===== src/rtl/mem_miss_arbiter_if.sv =====
// Shared request type and the arbiter's cache/memory-side bundle.
// master drives requests and memory responses; slave is the arbiter.
package mem_arb_pkg;
  localparam int DCACHE_LINE_WIDTH = 128;

  typedef struct packed {
    logic [31:0]                  addr;
    logic                         is_store;
    logic [DCACHE_LINE_WIDTH-1:0] data;
  } memory_request_t;
endpackage

interface mem_miss_arbiter_if
  import mem_arb_pkg::*;
#(
  parameter int LINE_W = DCACHE_LINE_WIDTH
);
  logic              icache_req_valid;
  memory_request_t   icache_req_info;
  logic              dcache_req_valid;
  memory_request_t   dcache_req_info;
  logic              rsp_valid;
  logic              rsp_cache_id;
  logic [LINE_W-1:0] rsp_data;
  logic              rsp_bus_error;
  logic              mm_req_valid;
  memory_request_t   mm_req_info;
  logic              mm_rsp_valid;
  logic [LINE_W-1:0] mm_rsp_data;
  logic              mm_rsp_bus_error;
  logic              protocol_err;

  modport slave (
    input  icache_req_valid, icache_req_info,
    input  dcache_req_valid, dcache_req_info,
    input  mm_rsp_valid, mm_rsp_data, mm_rsp_bus_error,
    output rsp_valid, rsp_cache_id, rsp_data, rsp_bus_error,
    output mm_req_valid, mm_req_info, protocol_err
  );

  modport master (
    output icache_req_valid, icache_req_info,
    output dcache_req_valid, dcache_req_info,
    output mm_rsp_valid, mm_rsp_data, mm_rsp_bus_error,
    input  rsp_valid, rsp_cache_id, rsp_data, rsp_bus_error,
    input  mm_req_valid, mm_req_info, protocol_err
  );
endinterface


===== src/rtl/mem_miss_arbiter.sv =====
// I$/D$ miss arbiter onto one main-memory port, non-preemptive.
// MEM_ARB_FAIR_EN: alternate on ties instead of fixed D$ priority.
module mem_miss_arbiter
  import mem_arb_pkg::*;
#(
  parameter int LINE_W  = DCACHE_LINE_WIDTH,
  parameter int LAT_REQ = 4
) (
  input logic              clock,
  input logic              reset_n,
  mem_miss_arbiter_if.slave bus
);
  typedef enum logic [1:0] {
    IDLE, DELAY, MEM, RESP
  } state_t;

  localparam bit         HAS_DELAY = (LAT_REQ > 0);
  localparam logic [7:0] LAT_M1    = 8'(LAT_REQ - 1);

  state_t            state, state_nx;
  logic              i_vld, d_vld;
  memory_request_t   i_info, d_info;
  logic [7:0]        cnt;
  memory_request_t   req_q;
  logic              gnt_id;
  logic              rsp_id_q;
  logic [LINE_W-1:0] rsp_data_q;
  logic              rsp_err_q;
  logic              perr_q;

  logic              cand_i, cand_d;
  logic              pick_d, grant;
  logic              i_grant, d_grant;
  memory_request_t   sel_info;

`ifdef MEM_ARB_FAIR_EN
  logic last_gnt;
`endif

  always_comb begin
    cand_i = i_vld | bus.icache_req_valid;
    cand_d = d_vld | bus.dcache_req_valid;
`ifdef MEM_ARB_FAIR_EN
    pick_d = cand_d & (~cand_i | ~last_gnt);
`else
    pick_d = cand_d;
`endif
    grant   = (state == IDLE) & (cand_i | cand_d);
    i_grant = grant & ~pick_d;
    d_grant = grant & pick_d;
    if (pick_d)
      sel_info = d_vld ? d_info : bus.dcache_req_info;
    else
      sel_info = i_vld ? i_info : bus.icache_req_info;
  end

  always_comb begin
    state_nx = state;
    unique case (state)
      IDLE:    if (grant) state_nx = HAS_DELAY ? DELAY : MEM;
      DELAY:   if (cnt == LAT_M1) state_nx = MEM;
      MEM:     if (bus.mm_rsp_valid) state_nx = RESP;
      RESP:    state_nx = IDLE;
      default: state_nx = IDLE;
    endcase
  end

  always_ff @(posedge clock or negedge reset_n) begin
    if (!reset_n) state <= IDLE;
    else          state <= state_nx;
  end

  // A pulse into a full slot is dropped; a bypass-granted pulse never lands.
  always_ff @(posedge clock or negedge reset_n) begin
    if (!reset_n) begin
      i_vld  <= 1'b0;
      d_vld  <= 1'b0;
      i_info <= '0;
      d_info <= '0;
      perr_q <= 1'b0;
    end else begin
      if ((bus.icache_req_valid & i_vld) |
          (bus.dcache_req_valid & d_vld))
        perr_q <= 1'b1;
      if (i_grant & i_vld) begin
        i_vld <= 1'b0;
      end else if (bus.icache_req_valid & ~i_vld & ~i_grant) begin
        i_vld  <= 1'b1;
        i_info <= bus.icache_req_info;
      end
      if (d_grant & d_vld) begin
        d_vld <= 1'b0;
      end else if (bus.dcache_req_valid & ~d_vld & ~d_grant) begin
        d_vld  <= 1'b1;
        d_info <= bus.dcache_req_info;
      end
    end
  end

  always_ff @(posedge clock or negedge reset_n) begin
    if (!reset_n) begin
      cnt        <= '0;
      req_q      <= '0;
      gnt_id     <= 1'b0;
      rsp_id_q   <= 1'b0;
      rsp_data_q <= '0;
      rsp_err_q  <= 1'b0;
    end else begin
      if (state == DELAY)
        cnt <= (cnt == LAT_M1) ? 8'd0 : cnt + 8'd1;
      if (grant) begin
        req_q  <= sel_info;
        gnt_id <= pick_d;
      end
      if ((state == MEM) & bus.mm_rsp_valid) begin
        rsp_data_q <= bus.mm_rsp_data;
        rsp_err_q  <= bus.mm_rsp_bus_error;
        rsp_id_q   <= gnt_id;
      end
    end
  end

`ifdef MEM_ARB_FAIR_EN
  always_ff @(posedge clock or negedge reset_n) begin
    if (!reset_n)   last_gnt <= 1'b0;
    else if (grant) last_gnt <= pick_d;
  end
`endif

  assign bus.mm_req_valid  = (state == MEM);
  assign bus.mm_req_info   = req_q;
  assign bus.rsp_valid     = (state == RESP);
  assign bus.rsp_cache_id  = rsp_id_q;
  assign bus.rsp_data      = rsp_data_q;
  assign bus.rsp_bus_error = rsp_err_q;
  assign bus.protocol_err  = perr_q;
endmodule


===== src/flat_wrapper.sv =====
// flat-port wrapper written by rule: the top's interface ports become plain ports
module mem_miss_arbiter_flat import mem_arb_pkg::*;
#(
  parameter int LINE_W  = DCACHE_LINE_WIDTH,
  parameter int LAT_REQ = 4
)
  (clock, reset_n, bus_icache_req_valid, bus_icache_req_info, bus_dcache_req_valid, bus_dcache_req_info, bus_mm_rsp_valid, bus_mm_rsp_data, bus_mm_rsp_bus_error, bus_rsp_valid, bus_rsp_cache_id, bus_rsp_data, bus_rsp_bus_error, bus_mm_req_valid, bus_mm_req_info, bus_protocol_err);
  mem_miss_arbiter_if #(.LINE_W(LINE_W)) bus_i ();
  input logic clock;
  input logic reset_n;
  input wire logic [$bits(bus_i.icache_req_valid)-1:0] bus_icache_req_valid;
  input wire logic [$bits(bus_i.icache_req_info)-1:0] bus_icache_req_info;
  input wire logic [$bits(bus_i.dcache_req_valid)-1:0] bus_dcache_req_valid;
  input wire logic [$bits(bus_i.dcache_req_info)-1:0] bus_dcache_req_info;
  input wire logic [$bits(bus_i.mm_rsp_valid)-1:0] bus_mm_rsp_valid;
  input wire logic [$bits(bus_i.mm_rsp_data)-1:0] bus_mm_rsp_data;
  input wire logic [$bits(bus_i.mm_rsp_bus_error)-1:0] bus_mm_rsp_bus_error;
  output wire logic [$bits(bus_i.rsp_valid)-1:0] bus_rsp_valid;
  output wire logic [$bits(bus_i.rsp_cache_id)-1:0] bus_rsp_cache_id;
  output wire logic [$bits(bus_i.rsp_data)-1:0] bus_rsp_data;
  output wire logic [$bits(bus_i.rsp_bus_error)-1:0] bus_rsp_bus_error;
  output wire logic [$bits(bus_i.mm_req_valid)-1:0] bus_mm_req_valid;
  output wire logic [$bits(bus_i.mm_req_info)-1:0] bus_mm_req_info;
  output wire logic [$bits(bus_i.protocol_err)-1:0] bus_protocol_err;
  assign bus_i.icache_req_valid = bus_icache_req_valid;
  assign bus_i.icache_req_info = bus_icache_req_info;
  assign bus_i.dcache_req_valid = bus_dcache_req_valid;
  assign bus_i.dcache_req_info = bus_dcache_req_info;
  assign bus_i.mm_rsp_valid = bus_mm_rsp_valid;
  assign bus_i.mm_rsp_data = bus_mm_rsp_data;
  assign bus_i.mm_rsp_bus_error = bus_mm_rsp_bus_error;
  assign bus_rsp_valid = bus_i.rsp_valid;
  assign bus_rsp_cache_id = bus_i.rsp_cache_id;
  assign bus_rsp_data = bus_i.rsp_data;
  assign bus_rsp_bus_error = bus_i.rsp_bus_error;
  assign bus_mm_req_valid = bus_i.mm_req_valid;
  assign bus_mm_req_info = bus_i.mm_req_info;
  assign bus_protocol_err = bus_i.protocol_err;
  mem_miss_arbiter #(.LINE_W(LINE_W), .LAT_REQ(LAT_REQ)) u_core (.clock(clock), .reset_n(reset_n), .bus(bus_i));
endmodule

===== config.mk =====
export PLATFORM = sky130hd
export DESIGN_NAME = mem_miss_arbiter_flat
export DESIGN_NICKNAME = d
export VERILOG_FILES = /design/src/rtl/mem_miss_arbiter_if.sv /design/src/rtl/mem_miss_arbiter.sv /design/src/flat_wrapper.sv
export SDC_FILE = /design/constraint.sdc
export NUM_CORES = 1
export LEC_CHECK = 0
export ABC_AREA = 1
export CORE_AREA = 2 2 290 292
export DETAILED_ROUTE_END_ITERATION = 12
export DIE_AREA = 0 0 292 294
export PLACE_DENSITY_LB_ADDON = 0.25
export SYNTH_ARGS = -nofsm -noshare
export SYNTH_HDL_FRONTEND = slang
export SYNTH_SLANG_ARGS = --single-unit
export TNS_END_PERCENT = 5

===== constraint.sdc =====
create_clock -name clock -period 4.9 [get_ports clock]
set_input_delay 1.47 -clock clock [delete_from_list [all_inputs] [get_ports clock]]
set_output_delay 1.47 -clock clock [all_outputs]
set_load 0.01 [all_outputs]

==> results of run 1 <==
## power by group through the flow
stage / sequential (mW) / combinational (mW) / clock (mW)
after floorplan: 9.14 / 5.77 / 0
after global placement: 8.95 / 10.6 / 0
after detailed placement: 8.99 / 10.7 / 0
after CTS: 8.95 / 10.8 / 5.84
after global routing: 9.21 / 11.9 / 6.05
final: 8.95 / 10.6 / 5.70
## synthesized netlist by cell type, drive strengths merged, types with 6 or more instances
master,instances
a21boi,160
dfrtp,627
buf,153
nand3,172
o211ai,43
nand2,1268
clkbuf,72
inv,341
nor2,13
mux2,129
ha,6
o21ai,444
## worst max path at each step
stage	slack (ns)	start	cells after the start	end
after floorplan	2.38	bus_mm_rsp_valid	4	u_core.bus.rsp_data[0]
after global placement	1.28	bus_dcache_req_valid	7	u_core.bus.mm_req_info[26]
after detailed placement	1.21	bus_dcache_req_valid	9	u_core.state[0]
after CTS	1.32	u_core.state[0]	3	bus_mm_req_valid
after global routing	1.24	u_core.state[0]	3	bus_mm_req_valid
final	1.37	u_core.state[0]	3	bus_mm_req_valid
## flip-flops by register name (all words and copies together) (netlist names)
name / flops
u_core.d_vld: 1
u_core.state: 2
u_core.bus.protocol_err: 1
u_core.i_vld: 1
u_core.bus.mm_req_info: 161
u_core.gnt_id: 1
u_core.i_info: 161
u_core.d_info: 161
u_core.bus.rsp_bus_error: 1
u_core.cnt: 8
u_core.bus.rsp_data: 128
u_core.bus.rsp_cache_id: 1
## kinds of logic (layout without fill, tap and decap cells)
kind of cell	count (synthesis)	after routing	share of synthesized area, %
DFF	627	627	53.94
muxes	130	130	5.028
adders and majority gates	6	6	0.2581
and+or+nand+nor	1456	1456	19.64
xor gates and xnor gates	4	4	0.1204
buffers and inverters	566	1265	8.009
other	0	8	0
AOI/OAI and AO/OA	652	652	13.01
## metal layers
metal / vias to the layer above / wire length, um / GRT usage, %
met2: 716 / 47420 / 38.21
met3: 159 / 6707 / 5.559
met1: 11840 / 38880 / 26.86
met4: 16 / 3516 / 8.511
met5: - / 106 / 0
li1: 12250 / - / -
## area by class of cell
class                           count  share of cell area (%)
Antenna cell                        8                 0.05003
Clock buffer                      117                   5.869
Clock inverter                     18                  0.4878
Inverter                          341                   3.214
Multi-Input combinational cell   2248                   27.75
Sequential cell                   627                   39.23
Tap cell                         1080                   3.377
Timing Repair Buffer              789                   20.03
## metrics by stage
stage | worst slack, ns | instances | hold slack (ns) | utilization (%)
after floorplan | 2.377 | 3441 | 0.4422 | -
after global placement | 1.283 | 5085 | 0.4529 | 45.18
after detailed placement | 1.207 | 5085 | 0.4584 | 45.18
after CTS | 1.323 | 5220 | 0.4714 | 48.25
after global routing | 1.241 | 5226 | 0.4832 | 48.27
final | 1.369 | 5228 | 0.4691 | 48.28
## worst register-to-register path: stages, from the launching register on
cell and delay [ns]:
dfrtp_4 0.43, buf_4 0.57, buf_4 0.82, o21ai_0 0.51, nand2_1 0.15, nand2_1 0.06, nand2_1 0.05, o21ai_0 0.08
==> flow_metrics.env, run 1 <==
export IMPL_layout_drive_gt1_share_pct=7.367
export IMPL_coreArea_um2=82890
export IMPL_wl_um=96630
export IMPL_p_sw_mw=9.561
export IMPL_slew_violations=0
export IMPL_htreeDepth=3
export IMPL_start_util_pct=35.09
export IMPL_p_int_mw=15.71
export IMPL_total_power_mw=25.27
export IMPL_crit_slowest_cell="clkdlybuf4s50_1"
export IMPL_syn_inst=3441
export IMPL_final_common_cell="nand2_1"
export IMPL_fp_dieW_um=292
export IMPL_avgRoutedWirePerCell_um=18.48
export IMPL_worst_slew_pin_transition_ns=1.072
export IMPL_period_minus_slack_ns=3.531
export IMPL_cap_violations=0
export IMPL_syn_cell_area_um2=29090
export IMPL_yosys_area_top_type="dfrtp_1"
export IMPL_synth_top_area_share_pct=53.94
export IMPL_start_kind="register"
export IMPL_crit_required_ns=3.43
export IMPL_cts_setup_buffers=0
export IMPL_r2r_worst_path_cells=7
export IMPL_reg2reg_from="u_core.i_vld"
export IMPL_grt_overflow=0
export IMPL_first_iter_violations=1543
export IMPL_irDropWorstVdd_mv=0.5692
export IMPL_synthesis_nets=3903
export IMPL_worstPathArrival_ns=2.06
export IMPL_comb_power_share_pct=42.0
export IMPL_hp_start="u_core.d_info[67]"
export IMPL_syn_avg_cell_area_um2=8.454
export IMPL_synth_distinct_cells=28
export IMPL_synthTopCellsByArea="dfrtp_1 (54%), nand2_1 (16%), mux2_2 (5.0%)"
export IMPL_synth_seq_cells=627
export IMPL_clk_pin_slew_ns=0.05
export IMPL_holdPathStages=2
export IMPL_crit_family="buffers and inverters"
export IMPL_hold_end="u_core.d_info[67]"
export IMPL_root_buffer="clkbuf_16"
export IMPL_synth_edf_count=0
export IMPL_nFillCells=7930
export IMPL_worst_path_buf_inv=2
export IMPL_vias=24980
export IMPL_finalSetupViolCount=0
export IMPL_portBuffers=749
export IMPL_multiInputGateArea_um2=11100
export IMPL_grt_setup_unrepaired="false"
export IMPL_grt_pass1_wl_um=148800
export IMPL_regArea_um2=15700
export IMPL_grt_max_degree=181
export IMPL_dp_hpwl_um=65870
export IMPL_track_usage_pct=22.25
export IMPL_io_pins=750
export IMPL_syn_to_final_growth_pct=37.57
export IMPL_die_height_um=294
export IMPL_slew_headroom_pct=28.56
export IMPL_holdCritPathClass="reg -> reg"
export IMPL_final_cell_mix="nand2_1 (1266), clkdlybuf4s50_1 (748), dfrtp_1 (625), inv_1 (337), o21ai_1 (225)"
export IMPL_fp_row_count=106
export IMPL_ys_seq_area_share_pct=53.94
export IMPL_ant_nets=0
export IMPL_p_per_area_nw_per_um2=631.5
export IMPL_fin_skew_ns=0.02379
export IMPL_power_switching_share_pct=37.84
export IMPL_synthFlopType="dfrtp_1"
export IMPL_final_setup_tns_ns=0
export IMPL_post_route_period_util_pct=72.07
export IMPL_cts_made_buffers=75
export IMPL_path_max_fanout=4
export IMPL_vias_per_cell=4.778
export IMPL_r2r_setup_slack_ns=2.10
export IMPL_drtPass1Iterations=5
export IMPL_grt_pass1_vias=24640
export IMPL_async_reset_ff_share_pct=100.0
export IMPL_leakage_nw=18.99
export IMPL_drc=0
export IMPL_max_stage_delay_ns=0.61
export IMPL_place_area_um2=37450
export IMPL_clk_latency_ns=0.61
export IMPL_cts_buffer_depth=3
export IMPL_clkPwrFrac_pct=22.6
export IMPL_finalHoldViolCount=0
export IMPL_max_freq_mhz=283.2
export IMPL_routabilityCongestion=0.8813
export IMPL_layout_nets=4544
export IMPL_path_class="reg -> out"
export IMPL_status="complete, no violations"
export IMPL_tritoncts="done"
export IMPL_ys_warn_count=0
export IMPL_worstReg2RegEnd="u_core.bus.mm_req_info[154]"
export IMPL_grt_antenna_before_repair=16
export IMPL_cts_resized=0
export IMPL_cp_end_kind="output port"
export IMPL_die_area_um2=85850
export IMPL_clock_sinks=627
export IMPL_p_seq_share_pct=35.4
export IMPL_finalInstanceArea_um2=40020
export IMPL_cp_cell_sequence="inv_1, ha_1, clkdlybuf4s50_1"
export IMPL_holdBufCountCts=0
No activity file was read; power rests on OpenSTA's default activity.
==> run 2, diff against run 1 <==
clock period = 3.19 ns   (was 4.9 ns; I/O delays follow)
==> flow_metrics.env, run 2 (synthesis gave the netlist of run 1 again) <==
export IMPL_grt_pass1_wl_um=149200
export IMPL_period_minus_slack_ns=3.051
export IMPL_crit_family="buffers and inverters"
export IMPL_final_common_cell="nand2_1"
export IMPL_fin_skew_ns=0.02362
export IMPL_finalHoldViolCount=0
export IMPL_grt_overflow=0
export IMPL_max_stage_delay_ns=0.61
export IMPL_path_class="reg -> out"
export IMPL_worstPathArrival_ns=2.09
export IMPL_die_height_um=294
export IMPL_syn_to_final_growth_pct=39.24
export IMPL_ant_nets=0
export IMPL_worstSetupPathDepth=3
export IMPL_worst_path_buf_inv=2
export IMPL_post_route_period_util_pct=95.65
export IMPL_drtPass1Iterations=5
export IMPL_crit_required_ns=2.23
export IMPL_holdCritPathClass="in -> async"
export IMPL_root_buffer="clkbuf_16"
export IMPL_comb_power_share_pct=42.7
export IMPL_grt_antenna_before_repair=16
export IMPL_first_iter_violations=1579
export IMPL_cts_buffer_depth=3
export IMPL_place_area_um2=38030
export IMPL_slew_headroom_pct=34.94
export IMPL_wl_um=96930
export IMPL_htreeDepth=3
export IMPL_p_per_area_nw_per_um2=966.7
export IMPL_final_cells=5258
export IMPL_holdBufCountCts=0
export IMPL_layout_nets=4581
export IMPL_leakage_nw=19.24
export IMPL_coreArea_um2=82890
export IMPL_grt_setup_unrepaired="false"
export IMPL_io_pins=750
export IMPL_tritoncts="done"
export IMPL_crit_slowest_cell="clkdlybuf4s50_1"
export IMPL_clkPwrFrac_pct=22.0
export IMPL_power_switching_share_pct=37.65
export IMPL_cts_resized=0
export IMPL_p_seq_share_pct=35.3
export IMPL_cts_made_buffers=73
export IMPL_max_freq_mhz=327.7
export IMPL_clk_latency_ns=0.62
export IMPL_irDropWorstVdd_mv=0.6764
export IMPL_grt_max_degree=139
export IMPL_fp_row_count=106
export IMPL_final_cell_mix="nand2_1 (1266), clkdlybuf4s50_1 (748), dfrtp_1 (625), inv_1 (337), o21ai_1 (225)"
export IMPL_final_setup_tns_ns=0
export IMPL_cap_violations=0
export IMPL_worst_slew_pin_transition_ns=0.9758
export IMPL_die_area_um2=85850
export IMPL_p_sw_mw=14.74
export IMPL_status="complete, no violations"
export IMPL_slew_violations=0
export IMPL_finalInstanceArea_um2=40510
export IMPL_path_max_fanout=4
export IMPL_avgRoutedWirePerCell_um=18.43
export IMPL_vias=25040
export IMPL_portBuffers=749
export IMPL_placed_cells=5124
export IMPL_start_util_pct=35.09
export IMPL_vias_per_cell=4.762
export IMPL_finalSetupViolCount=0
export IMPL_routabilityCongestion=0.8928
export IMPL_grt_pass1_vias=24640
export IMPL_start_kind="register"
export IMPL_cp_cell_sequence="inv_1, ha_1, clkdlybuf4s50_1"
export IMPL_r2r_worst_path_cells=6
export IMPL_dp_hpwl_um=68360
export IMPL_cp_end_kind="output port"
export IMPL_clock_sinks=627
export IMPL_p_int_mw=24.41
export IMPL_clk_pin_slew_ns=0.06
export IMPL_layout_drive_gt1_share_pct=8.012
export IMPL_track_usage_pct=22.29
export IMPL_cts_setup_buffers=0
export IMPL_drc=0
export IMPL_fp_dieW_um=292
-- run 2: changes by cell type in the layout (fill, tap and decap cells not counted), moves of 2 or more --
cell	previous run	this run
buf_12	17	40
buf_4	23	39
bufinv_16	2	5
clkbuf_16	78	73
clkbuf_8	25	18
clkinv_16	0	2
clkinv_8	3	0
inv_16	0	2
-- run 2: layer usage --
layer  global-route usage [%]  vias up  wire [um]  part of all wire (%)
met5                        0        -         80                 0.083
li1                         -    12280          -                     -
met2                    38.34      724      48090                    50
met3                    5.083      141       6087                   6.3
met4                    7.833       12       2866                   3.0
met1                    27.44    11880      39800                    41
-- run 2: per-stage QoR --
| stage | hold WS [ns] | util [%] | power, mW | setup WS (ns) |
|---|---|---|---|---|
| 6_report | 0.2778 | 48.86 | 39.15 | 0.1387 |
| 5_1_grt | 0.2767 | 48.86 | 41.99 | 0.02346 |
| 4_1_cts | 0.2528 | 48.84 | 39.63 | 0.09675 |
| 3_5_place_dp | 0.4583 | 45.88 | 30.81 | 0.3815 |
| 3_3_place_gp | 0.4527 | 45.88 | 30.48 | 0.4174 |
| 2_1_floorplan | 0.4422 | - | 22.90 | 1.180 |
-- run 2: layout make-up --
type / instances / area (um2)
well taps: 1080 / 1351
diodes: 9 / 22.52
repair buffers: 828 / 8596
clock buffers: 105 / 2127
clock inverters: 20 / 321.6
flip-flops and latches: 627 / 15700
fillers: 7798 / 42390
multi-input cells: 2248 / 11100
inverters: 341 / 1286
-- run 2: path summary, 6_finish.rpt --
kind                       slack [ns]                    endpoint               from
setup / recovery                 0.14            bus_mm_req_valid    u_core.state[0]
hold / removal                   0.28           u_core.d_info[96]            reset_n
setup reg to reg                 1.10  u_core.bus.mm_req_info[59]       u_core.d_vld
hold reg to reg                  0.47           u_core.d_info[75]  u_core.d_info[75]
max in group asynchronous        2.00           u_core.i_info[15]            reset_n
min in group clock               0.47           u_core.d_info[75]  u_core.d_info[75]
-- run 2: power by group through the flow --
stage	Clock, mW	Combinational, mW	Sequential [mW]
5_1_grt	9.12	18.7	14.2
2_1_floorplan	0	8.86	14.0
3_3_place_gp	0	16.7	13.8
3_5_place_dp	0	16.9	13.9
6_report	8.60	16.7	13.8
4_1_cts	8.82	17.0	13.8
